<file path="config.mk">
export PLATFORM = sky130hd
export DESIGN_NAME = branch_redirect_unit
export DESIGN_NICKNAME = d
export VERILOG_FILES = /design/src/rtl/branch_redirect_unit_pkg.sv /design/src/rtl/branch_redirect_unit.sv
export SDC_FILE = /design/constraint.sdc
export NUM_CORES = 1
export LEC_CHECK = 0
export CORE_AREA = 2 2 101 103
export DETAILED_ROUTE_END_ITERATION = 6
export DIE_AREA = 0 0 103 105
export GPL_TIMING_DRIVEN = 0
export PLACE_DENSITY = 0.83
export SYNTH_ARGS = -nofsm -noshare
export SYNTH_HDL_FRONTEND = slang
export SYNTH_SLANG_ARGS = --single-unit
</file>
<file path="constraint.sdc">
create_clock -name clk -period 3.9 [get_ports clk]
set_input_delay 0.585 -clock clk [delete_from_list [all_inputs] [get_ports clk]]
set_output_delay 0.585 -clock clk [all_outputs]
set_load 0.02 [all_outputs]
</file>
<file path="src/rtl/branch_redirect_unit_pkg.sv">
// -----------------------------------------------------------------------------
// branch_redirect_unit_pkg
//
// Purpose : Shared types and helpers for the commit-side branch redirect logic.
//           - redirect_state_t : FSM state encoding (IDLE, PENDING, REDIRECT)
//           - to_writeback_t   : branch-unit writeback bundle, used when the
//                                wb_* fields are carried as one struct
//           - rob_age()        : distance of a ROB index from the ROB head
// Ports   : none (package)
// -----------------------------------------------------------------------------
package branch_redirect_unit_pkg;

   // Default geometry of the core.
   localparam int ROB_IDX_W_DEF = 4;
   localparam int XLEN_DEF      = 32;

   // Widest ROB index that rob_age() handles.
   localparam int ROB_AGE_MAX_W = 16;

   typedef enum logic [1:0] {
      IDLE     = 2'd0,
      PENDING  = 2'd1,
      REDIRECT = 2'd2
   } redirect_state_t;

   typedef struct packed {
      logic                     valid;
      logic                     br_en;
      logic [ROB_IDX_W_DEF-1:0] rob_idx;
      logic [XLEN_DEF-1:0]      pc_new;
   } to_writeback_t;

   // Age of a ROB entry relative to the current head. The subtraction wraps
   // modulo 2^idx_w on purpose: the entry at the head has age 0 and the
   // smaller the age, the older the instruction. Indices are passed
   // zero-extended to ROB_AGE_MAX_W bits so one function serves any ROB size.
   function automatic logic [ROB_AGE_MAX_W-1:0] rob_age(
      input logic [ROB_AGE_MAX_W-1:0] idx,
      input logic [ROB_AGE_MAX_W-1:0] head,
      input int unsigned              idx_w
   );
      logic [ROB_AGE_MAX_W-1:0] mask;
      mask = (ROB_AGE_MAX_W'(1) << idx_w) - ROB_AGE_MAX_W'(1);
      return (idx - head) & mask;
   endfunction

endpackage : branch_redirect_unit_pkg

</file>
<file path="src/rtl/branch_redirect_unit.sv">
// -----------------------------------------------------------------------------
// branch_redirect_unit
//
// Purpose : Tracks the oldest outstanding mispredicted control-flow instruction
//           reported by the branch unit (the front end always predicts
//           not-taken, so any taken branch / jump is a mispredict). When that
//           instruction retires, a one-cycle flush is issued together with a
//           fetch redirect that is held until fetch accepts it.
//
// Ports   :
//   clk              in   clock, all state on the rising edge
//   rst              in   asynchronous active-low reset
//   wb_valid         in   branch-unit result valid
//   wb_br_en         in   result needs a redirect (taken / jump)
//   wb_rob_idx       in   ROB entry of the result
//   wb_pc_new        in   corrected target PC
//   rob_head         in   index of the oldest ROB entry
//   commit_valid     in   an entry retires this cycle
//   commit_rob_idx   in   index of the retiring entry
//   redirect_ready   in   fetch accepts the redirect
//   flush            out  one-cycle squash pulse
//   redirect_valid   out  redirect request, held until accepted
//   redirect_pc      out  redirect target
//   busy             out  high while redirecting (dispatch stalls)
//   mispredict_count out  number of flushes issued (wraps)
// -----------------------------------------------------------------------------
module branch_redirect_unit
   import branch_redirect_unit_pkg::*;
#(
   parameter int ROB_IDX_W = ROB_IDX_W_DEF,
   parameter int XLEN      = XLEN_DEF
) (
   input  logic                 clk,
   input  logic                 rst,
   input  logic                 wb_valid,
   input  logic                 wb_br_en,
   input  logic [ROB_IDX_W-1:0] wb_rob_idx,
   input  logic [XLEN-1:0]      wb_pc_new,
   input  logic [ROB_IDX_W-1:0] rob_head,
   input  logic                 commit_valid,
   input  logic [ROB_IDX_W-1:0] commit_rob_idx,
   input  logic                 redirect_ready,
   output logic                 flush,
   output logic                 redirect_valid,
   output logic [XLEN-1:0]      redirect_pc,
   output logic                 busy,
   output logic [31:0]          mispredict_count
);

   // ---------------------------------------------------------------------------
   // State
   // ---------------------------------------------------------------------------
   redirect_state_t        state_q,          state_d;
   logic [ROB_IDX_W-1:0]   pend_idx_q,       pend_idx_d;
   logic [XLEN-1:0]        pend_pc_q,        pend_pc_d;
   logic                   flush_q,          flush_d;
   logic                   redirect_valid_q, redirect_valid_d;
   logic [XLEN-1:0]        redirect_pc_q,    redirect_pc_d;
   logic                   busy_q,           busy_d;
   logic [31:0]            count_q,          count_d;

   // ---------------------------------------------------------------------------
   // Decode of this cycle's writeback and commit
   // ---------------------------------------------------------------------------
   logic                     wb_mispredict;
   logic                     commit_hit;
   logic [ROB_AGE_MAX_W-1:0] wb_age;
   logic [ROB_AGE_MAX_W-1:0] pend_age;
   logic                     wb_older;

   assign wb_mispredict = wb_valid && wb_br_en;
   assign commit_hit    = commit_valid && (commit_rob_idx == pend_idx_q);

   assign wb_age   = rob_age(ROB_AGE_MAX_W'(wb_rob_idx), ROB_AGE_MAX_W'(rob_head),
                             ROB_IDX_W);
   assign pend_age = rob_age(ROB_AGE_MAX_W'(pend_idx_q), ROB_AGE_MAX_W'(rob_head),
                             ROB_IDX_W);
   // Strictly older only: a tie keeps the entry already held.
   assign wb_older = (wb_age < pend_age);

   // ---------------------------------------------------------------------------
   // Next-state and registered-output logic
   // ---------------------------------------------------------------------------
   always_comb begin
      state_d          = state_q;
      pend_idx_d       = pend_idx_q;
      pend_pc_d        = pend_pc_q;
      flush_d          = 1'b0;
      redirect_valid_d = redirect_valid_q;
      redirect_pc_d    = redirect_pc_q;
      busy_d           = busy_q;
      count_d          = count_q;

      unique case (state_q)
         IDLE: begin
            // Fall-through results (wb_br_en = 0) need no action.
            if (wb_mispredict) begin
               pend_idx_d = wb_rob_idx;
               pend_pc_d  = wb_pc_new;
               state_d    = PENDING;
            end
         end

         PENDING: begin
            if (commit_hit) begin
               // The held mispredict retires. Any writeback arriving in the
               // same cycle is younger and about to be squashed, so it is
               // dropped rather than compared.
               state_d          = REDIRECT;
               flush_d          = 1'b1;
               redirect_valid_d = 1'b1;
               redirect_pc_d    = pend_pc_q;
               busy_d           = 1'b1;
               count_d          = count_q + 32'd1;
            end else if (wb_mispredict && wb_older) begin
               pend_idx_d = wb_rob_idx;
               pend_pc_d  = wb_pc_new;
            end
         end

         REDIRECT: begin
            // flush_d stays at its default of 0, so the pulse lasts exactly
            // one cycle however long fetch stalls. Writebacks are ignored:
            // everything in flight is being squashed.
            if (redirect_ready) begin
               state_d          = IDLE;
               redirect_valid_d = 1'b0;
               busy_d           = 1'b0;
            end
         end

         default: begin
            state_d          = IDLE;
            redirect_valid_d = 1'b0;
            busy_d           = 1'b0;
         end
      endcase
   end

   // ---------------------------------------------------------------------------
   // Registers
   // ---------------------------------------------------------------------------
   always_ff @(posedge clk or negedge rst) begin
      if (!rst) begin
         state_q          <= IDLE;
         pend_idx_q       <= '0;
         pend_pc_q        <= '0;
         flush_q          <= 1'b0;
         redirect_valid_q <= 1'b0;
         redirect_pc_q    <= '0;
         busy_q           <= 1'b0;
         count_q          <= '0;
      end else begin
         state_q          <= state_d;
         pend_idx_q       <= pend_idx_d;
         pend_pc_q        <= pend_pc_d;
         flush_q          <= flush_d;
         redirect_valid_q <= redirect_valid_d;
         redirect_pc_q    <= redirect_pc_d;
         busy_q           <= busy_d;
         count_q          <= count_d;
      end
   end

   assign flush            = flush_q;
   assign redirect_valid   = redirect_valid_q;
   assign redirect_pc      = redirect_pc_q;
   assign busy             = busy_q;
   assign mispredict_count = count_q;

endmodule : branch_redirect_unit

</file>
==> metrics.sh, run 1 <==
STATUS='finished clean'
REQUIRED_NS=4.15
FINAL_COMMON_CELL='sky130_fd_sc_hd__clkdlybuf4s50_1'
FINAL_UTIL_PCT=65.1
SYNTH.FF_LATCH_COUNT=104
CTS_ROOT_BUF='sky130_fd_sc_hd__clkbuf_8'
POST_DP_CELL_AREA_UM2=6040
DESIGN.DIE.AREA_UM2=10800
WORST-ENDPOINT-ARRIVAL_NS=3.60
GLOBALROUTEOVERFLOWTOTAL=0
SYNTH_EDF_COUNT=0
PLACED_CELLS_INCL_TAPS=578
SYNTHESIS.AREA_UM2=4680
SYNTH.AVG_CELL_AREA_UM2=14.3
CLOCK_SINKS=104
CORE_AREA_UM2=9640
TIMING.CRITICAL_PATH.SLOWEST_STAGE_CELL='sky130_fd_sc_hd__clkdlybuf4s50_1'
HOLD_VIOLATIONS=0
HOLD_SLACK_NS=0.225
ROWS=36
MIN_PERIOD_NS=3.35
MAPPEDNETLISTNETS=390
CRITICAL-PATH-TOP-DELAY-FAMILY='buffers and inverters'
INITIAL_CORE_UTIL_PCT=48.6
REG2REG_DEPTH=11
VIASPERCELL=5.04
REPORT.FINAL.SETUP_VIOL=0
NUM_IO_PINS=117
YS_DOMINANT_REG_CELL='sky130_fd_sc_hd__dfrtp_1'
ANT_NETS=0
DR_TOTAL_VIAS=3008
CLK-INSERTION-DELAY-LATE_NS=0.37
POSTSYNTHCELLCOUNT=328
GRT_ANTENNA_BEFORE_REPAIR=0
DRC=0
RR_STARTPOINT='pend_idx_q[1]'
CAP_VIOL_MAX_COUNT=0
CRIT_PATH_CELL_TRACE='clkdlybuf4s50_1, inv_1, ha_1, a21o_1, a21oi_1, xnor2_1, ha_1, a21oi_1, o21ai_2, a2111oi_4, buf_4, buf_6, mux2_4'
CP.BUFFERS_INVERTERS=4
LEAKAGE_POWER_SUMMED_OVER_ALL_CELLS_nW=2.81
DIE_WIDTH_UM=103
FINAL_LAYOUT_NET_COUNT=521
DETAIL_ROUTE.WIRELENGTH_MM=9.56
GROUTE.USAGE.OVERALL_PCT=18.7
WORST_R2R_ENDPOINT='pend_pc_q[10]'
CTSHTREEMAXLEVEL=3
BUFFERS_FROM_CLOCK_ROOT_TO_SINK_AT_MOST=2
AREAGROWTHSYNTHTOFINISH_PCT=33.9
MOSTFREQUENTLAYOUTCELLS='sky130_fd_sc_hd__clkdlybuf4s50_1 (115), sky130_fd_sc_hd__dfrtp_1 (104), sky130_fd_sc_hd__mux2_2 (40)'
RSZ0062_AT_GRT='false'
LAYOUT.FILLER_CELLS=756
CLK_PIN_SLEW_WORST_PATHS_NS=0.10
AVGROUTEDWIREPERCELL_UM=16.0
PLACE_HPWL_MM=6.97
DRV_SLEW=0
ASYNC_RESET_FF_SHARE_PCT=100
LAYOUT_WORST_PATH_CYCLE_SHARE_PCT=85.9
SLEW_HEADROOM_PCT=57.5
GRT_PASS1_VIAS=3104
FINAL_LAYOUT_SIZE_SUFFIX_GT1_SHARE_PCT=23.1
TIMING.REG2REG.SETUP_SLACK_NS=0.94
SYNTHESIS.YOSYS.WARNINGS=0
INSTANCES_NO_FILL=597
LIBRARY_CELLS_USED_BY_SYNTHESIS=29
TIMING.FINAL.WS_SETUP_NS=0.552
WORST_SETUP_PATH_END_KIND='flop'
HOLDCRITPATHCLASS='input port to async pin'
TRITONCTS='built'
ACHIEVABLE-FREQUENCY_MHz=299
YOSYSSEQAREASHARE_PCT=55.6
FINAL_AREA_UM2=6270
DIE_HEIGHT_UM=105
DRT_PRE_ANTENNA_ITERS=4
GRT_PASS1_WL_MM=15.7
GRT_MAX_DEGREE=57
GP_ROUTABILITY_CONGESTION=0.738
SETUP.WORST_PATH.CLASS='input port to flop'
PLACEMENT.SETUP.WORST_SLACK_NS=-0.323
WORST_PIN_SLEW_NS=0.638
CRIT_PATH_START_KIND='input port'
SLOWEST_STAGE_DELAY_CP_NS=0.51
FIN_SKEW_NS=0.0161
N_ANTENNA_CELL=0
CTS-BUFFERS-INSERTED=9
NUMPORTBUFFERS=116
LARGEST_DRIVER_FANOUT_ON_THE_CRITICAL_PATH=10
P_PER_AREA_nW_PER_UM2=649
DRT-INITIAL-DRC-COUNT=107
IR_WORST_VDD_V=0.000342
worst reg2reg max path: stages (launching register included):
cell                        delay (ns)
sky130_fd_sc_hd__dfrtp_1          0.46
sky130_fd_sc_hd__ha_1             0.30
sky130_fd_sc_hd__a21o_1           0.17
sky130_fd_sc_hd__a21oi_1          0.21
sky130_fd_sc_hd__xnor2_1          0.16
sky130_fd_sc_hd__ha_1             0.27
sky130_fd_sc_hd__a21oi_1          0.18
sky130_fd_sc_hd__o21ai_2          0.09
sky130_fd_sc_hd__a2111oi_4        0.29
sky130_fd_sc_hd__buf_4            0.23
sky130_fd_sc_hd__buf_6            0.19
sky130_fd_sc_hd__mux2_4           0.32
state kept, by name, indices dropped and copies added (netlist names):
signal	flops
flush	1
pend_pc_q	32
state_q	2
pend_idx_q	4
redirect_pc	32
mispredict_count	32
busy	1
stage by stage:
| stage | total power [mW] | setup TNS, ns |
|---|---|---|
| after detailed placement | 3.38 | -10.08 |
| after CTS | 4.10 | 0 |
| after floorplan | 2.75 | 0 |
| after global placement | 3.31 | -163.86 |
| final | 4.07 | 0 |
| after global routing | 4.31 | 0 |
synth_stat cells, types with 6 or more instances:
master | n | area [µm²]
sky130_fd_sc_hd__and2_1 | 7 | 43.8
sky130_fd_sc_hd__inv_1 | 9 | 33.8
sky130_fd_sc_hd__mux2_4 | 29 | 435
sky130_fd_sc_hd__xnor2_1 | 32 | 280
sky130_fd_sc_hd__and3_1 | 16 | 100
sky130_fd_sc_hd__dfrtp_1 | 104 | 2600
sky130_fd_sc_hd__xor2_1 | 9 | 78.8
sky130_fd_sc_hd__buf_4 | 6 | 45.0
sky130_fd_sc_hd__mux2_2 | 40 | 450
sky130_fd_sc_hd__nand4_1 | 14 | 87.6
sky130_fd_sc_hd__ha_1 | 10 | 125
sky130_fd_sc_hd__nand3_1 | 9 | 45.0
sky130_fd_sc_hd__nand2_1 | 9 | 33.8
worst max-delay path by stage:
stage,start,end,slack [ns],cells past startpoint
2_1_floorplan,rob_head[1],pend_idx_q[1],0.72,11
3_3_place_gp,rst,redirect_pc[7],-1.52,1
4_1_cts,rob_head[1],pend_idx_q[2],0.06,12
3_5_place_dp,rob_head[1],pend_pc_q[10],-0.32,12
6_report,rob_head[1],pend_pc_q[10],0.55,13
5_1_grt,rob_head[1],pend_pc_q[4],0.41,13
cell families after synthesis:
logic type	synth area share, %
xor+xnor	7.67
simple gates	9.27
mux	19.1
fa+ha+maj	3.53
compound gates	1.98
flops	55.6
buf+inv	2.88
cell type report:
cell class	instances	area (µm²)	area share (%)
flip-flops and latches	104	2600	41.5
multi-input cells	202	1950	31.0
repair buffers	120	1210	19.3
well taps	133	166	2.65
clock buffers	10	138	2.19
plain buffers	13	101	1.62
clock inverters	6	73.8	1.18
inverters	9	33.8	0.539
power by group:
group	leakage (nW)	internal, mW	total [mW]	switching, mW
clock network	0.101	0.324	0.708	0.384
logic	1.39	0.984	1.69	0.706
registers	1.32	1.45	1.67	0.228
total	2.81	2.75	4.07	1.32
layer usage:
metal  up-vias  share of wire, %  GRT usage, %
li1       1405                 -             -
met1      1513                44          24.7
met2        81                49          29.9
met3         9               5.0          4.95
met4         0               1.6          5.92
met5         -                 0             0
repair_timing:
| item | CTS | global route |
|---|---|---|
| endpoints found under the setup margin | 0 | 29 |
| resized for setup | 0 | 0 |
| buffers inserted | 0 | 3 |
| hold buffers | 0 | 0 |
(Power assumes the default switching activity.)
==> inputs of run 2 (changes only) <==
--- a/config.mk
+++ b/config.mk
@@ -5,11 +5,11 @@
 export SDC_FILE = /design/constraint.sdc
 export NUM_CORES = 1
 export LEC_CHECK = 0
-export CORE_AREA = 2 2 101 103
+export CORE_AREA = 2 2 143 145
 export DETAILED_ROUTE_END_ITERATION = 6
-export DIE_AREA = 0 0 103 105
+export DIE_AREA = 0 0 145 147
 export GPL_TIMING_DRIVEN = 0
-export PLACE_DENSITY = 0.83
+export PLACE_DENSITY = 0.49
 export SYNTH_ARGS = -nofsm -noshare
 export SYNTH_HDL_FRONTEND = slang
 export SYNTH_SLANG_ARGS = --single-unit
==> run 2 against run 1 <==
Via count is essentially flat. Largest power group unchanged. Non-clock buffer count is the same. Die area grew 97%. Sequential power is essentially flat. Critical path depth is the same. Maximum frequency grew 1.2%. Routed wire length grew 12%. Combinational power is essentially flat.
==> metrics.sh, run 2 (synthesis results as in run 1) <==
STATUS='finished clean'
CLK_PIN_SLEW_WORST_PATHS_NS=0.07  # -0.03 ns
TIMING.REG2REG.SETUP_SLACK_NS=1.00  # +0.06 ns
FINAL_LAYOUT_SIZE_SUFFIX_GT1_SHARE_PCT=23.1  # unchanged
GRT_PASS1_VIAS=3306  # +6.5%
ACHIEVABLE-FREQUENCY_MHz=302  # +1.2%
RR_STARTPOINT='pend_idx_q[1]'
DRT_PRE_ANTENNA_ITERS=4  # unchanged
TRITONCTS='built'
IR_WORST_VDD_V=0.000298  # -13%
MOSTFREQUENTLAYOUTCELLS='sky130_fd_sc_hd__clkdlybuf4s50_1 (115), sky130_fd_sc_hd__dfrtp_1 (104), sky130_fd_sc_hd__mux2_2 (40)'
GROUTE.USAGE.OVERALL_PCT=10.6  # -8.1 points
LAYOUT_WORST_PATH_CYCLE_SHARE_PCT=84.9  # -0.99 points
ROWS=52  # +44%
AREAGROWTHSYNTHTOFINISH_PCT=39.0
DRV_SLEW=0  # unchanged
TIMING.FINAL.WS_SETUP_NS=0.591  # +0.0387 ns
POST_DP_CELL_AREA_UM2=6210  # +2.8%
SETUP.WORST_PATH.CLASS='input port to flop'
CLOCK_SINKS=104  # unchanged
PLACEMENT.SETUP.WORST_SLACK_NS=-0.428  # -0.105 ns
SLEW_HEADROOM_PCT=57.2  # -0.28 points
CRIT_PATH_START_KIND='input port'
WORST-ENDPOINT-ARRIVAL_NS=3.54  # -0.06 ns
BUFFERS_FROM_CLOCK_ROOT_TO_SINK_AT_MOST=2  # unchanged
DRT-INITIAL-DRC-COUNT=81  # -24%
GLOBALROUTEOVERFLOWTOTAL=0  # unchanged
GRT_PASS1_WL_MM=17.8  # +14%
TOTALPOWERFINAL_mW=4.24  # +4.2%
TIMING.CRITICAL_PATH.TO='pend_pc_q[30]'
WORST_SETUP_PATH_END_KIND='flop'
AVGROUTEDWIREPERCELL_UM=14.6  # -9.0%
DR_TOTAL_VIAS=3006  # -0.066%
NUM_IO_PINS=117  # unchanged
CTSHOLDBUFFERS=0  # unchanged
DIE_HEIGHT_UM=147  # +40%
DETAIL_ROUTE.WIRELENGTH_MM=10.7  # +12%
DESIGN.DIE.AREA_UM2=21300  # +97%
MIN_PERIOD_NS=3.31  # -0.0387 ns
P_PER_AREA_nW_PER_UM2=651  # +0.32%
LARGEST_DRIVER_FANOUT_ON_THE_CRITICAL_PATH=10  # unchanged
GP_ROUTABILITY_CONGESTION=0.738  # about the same
FINAL_COMMON_CELL='sky130_fd_sc_hd__clkdlybuf4s50_1'
NUMPORTBUFFERS=116  # unchanged
FINAL_LAYOUT_NET_COUNT=521  # unchanged
GRT_ANTENNA_BEFORE_REPAIR=0  # unchanged
VIASPERCELL=4.10  # -19%
DIE_WIDTH_UM=145  # +41%
HOLD_VIOLATIONS=0  # unchanged
GRT_MAX_DEGREE=61  # +7.0%
INITIAL_CORE_UTIL_PCT=23.6  # -25 points
N_ANTENNA_CELL=0  # unchanged
CTSHTREEMAXLEVEL=3  # unchanged
CRITPATHLAUNCH='rob_head[1]'
REPORT.FINAL.SETUP_VIOL=0  # unchanged
DRC=0  # unchanged
LAYOUT.FILLER_CELLS=1979  # +160%
CAP_VIOL_MAX_COUNT=0  # unchanged
FIN_SKEW_NS=0.0138  # -0.00235 ns
FIN_SETUP_TNS_NS=0  # unchanged
REG2REG_DEPTH=11  # unchanged
CTS-BUFFERS-INSERTED=9  # unchanged
CORE_AREA_UM2=19800  # +110%
CLK-INSERTION-DELAY-LATE_NS=0.35  # -0.02 ns
PLACE_HPWL_MM=7.64  # +9.7%
LEAKAGE_POWER_SUMMED_OVER_ALL_CELLS_nW=2.85  # +1.2%
REQUIRED_NS=4.13  # -0.02 ns
RSZ0062_AT_GRT='false'
FINAL_AREA_UM2=6510  # +3.9%
HOLDCRITPATHCLASS='input port to async pin'
CTS_ROOT_BUF='sky130_fd_sc_hd__clkbuf_16'
WORST_PIN_SLEW_NS=0.642  # +0.00426 ns
ANT_NETS=0  # unchanged
WORST_R2R_ENDPOINT='pend_pc_q[30]'
[run 2: changes by cell type in the layout (fill, tap and decap cells not counted)]
cell	change
sky130_fd_sc_hd__clkbuf_16	+9
sky130_fd_sc_hd__clkbuf_8	-9
sky130_fd_sc_hd__clkinv_2	+2
sky130_fd_sc_hd__bufinv_16	-1
sky130_fd_sc_hd__inv_8	-1
[run 2: how the worst min path moves through the flow]
| stage | from | depth (start not counted) | endpoint |
|---|---|---|---|
| 2_1_floorplan | rst | 0 | busy |
| 5_1_grt | rst | 1 | redirect_pc[12] |
| 3_3_place_gp | mispredict_count[31] | 1 | mispredict_count[31] |
| 6_report | rst | 1 | redirect_pc[12] |
| 3_5_place_dp | mispredict_count[31] | 1 | mispredict_count[31] |
| 4_1_cts | rst | 1 | redirect_pc[12] |
[run 2: critical path, cell delays in order]
cell	delay [ns]
sky130_fd_sc_hd__clkdlybuf4s50_1	0.51
sky130_fd_sc_hd__inv_1	0.10
sky130_fd_sc_hd__ha_1	0.29
sky130_fd_sc_hd__a21o_1	0.17
sky130_fd_sc_hd__a21oi_1	0.18
sky130_fd_sc_hd__xnor2_1	0.14
sky130_fd_sc_hd__ha_1	0.26
sky130_fd_sc_hd__a21oi_1	0.18
sky130_fd_sc_hd__o21ai_2	0.10
sky130_fd_sc_hd__a2111oi_4	0.30
sky130_fd_sc_hd__buf_4	0.20
sky130_fd_sc_hd__buf_6	0.20
sky130_fd_sc_hd__mux2_4	0.31
[run 2: layout make-up]
class                           count  area (µm²)  area share [%]
Timing Repair Buffer              120        1210            18.6
Clock buffer                       10         239            3.67
Tap cell                          270         338            5.19
Multi-Input combinational cell    202        1950            29.9
Buffer                             13         101            1.56
Inverter                            9        33.8           0.519
Clock inverter                      6        42.5           0.653
Sequential cell                   104        2600            40.0
[run 2: layer usage]
metal	part of all wire, %	global-route usage (%)	up-vias
met5	0	0	-
met3	5.3	3.57	7
li1	-	-	1409
met4	0.99	3.12	0
met1	46	13.8	1524
met2	48	16.8	66
[run 2: what timing repair did]
item | 4_1_cts | 5_1_grt
gates resized for setup | 0 | 0
setup endpoints to repair | 29 | 0
setup buffers | 3 | 0
hold endpoints to repair | 0 | 0
[run 2: where the power goes]
part	leakage (nW)	internal (mW)	switching, mW
logic	1.39	0.984	0.709
clock network	0.135	0.454	0.425
registers	1.32	1.45	0.221
[run 2: metrics by stage]
stage / std cells / hold WS (ns) / util [%]
2_1_floorplan: 328 / 0.289 / -
3_5_place_dp: 715 / 0.467 / 31.3
6_report: 734 / 0.243 / 32.8
4_1_cts: 734 / 0.262 / 32.8
5_1_grt: 734 / 0.290 / 32.8
3_3_place_gp: 714 / 0.469 / 31.2
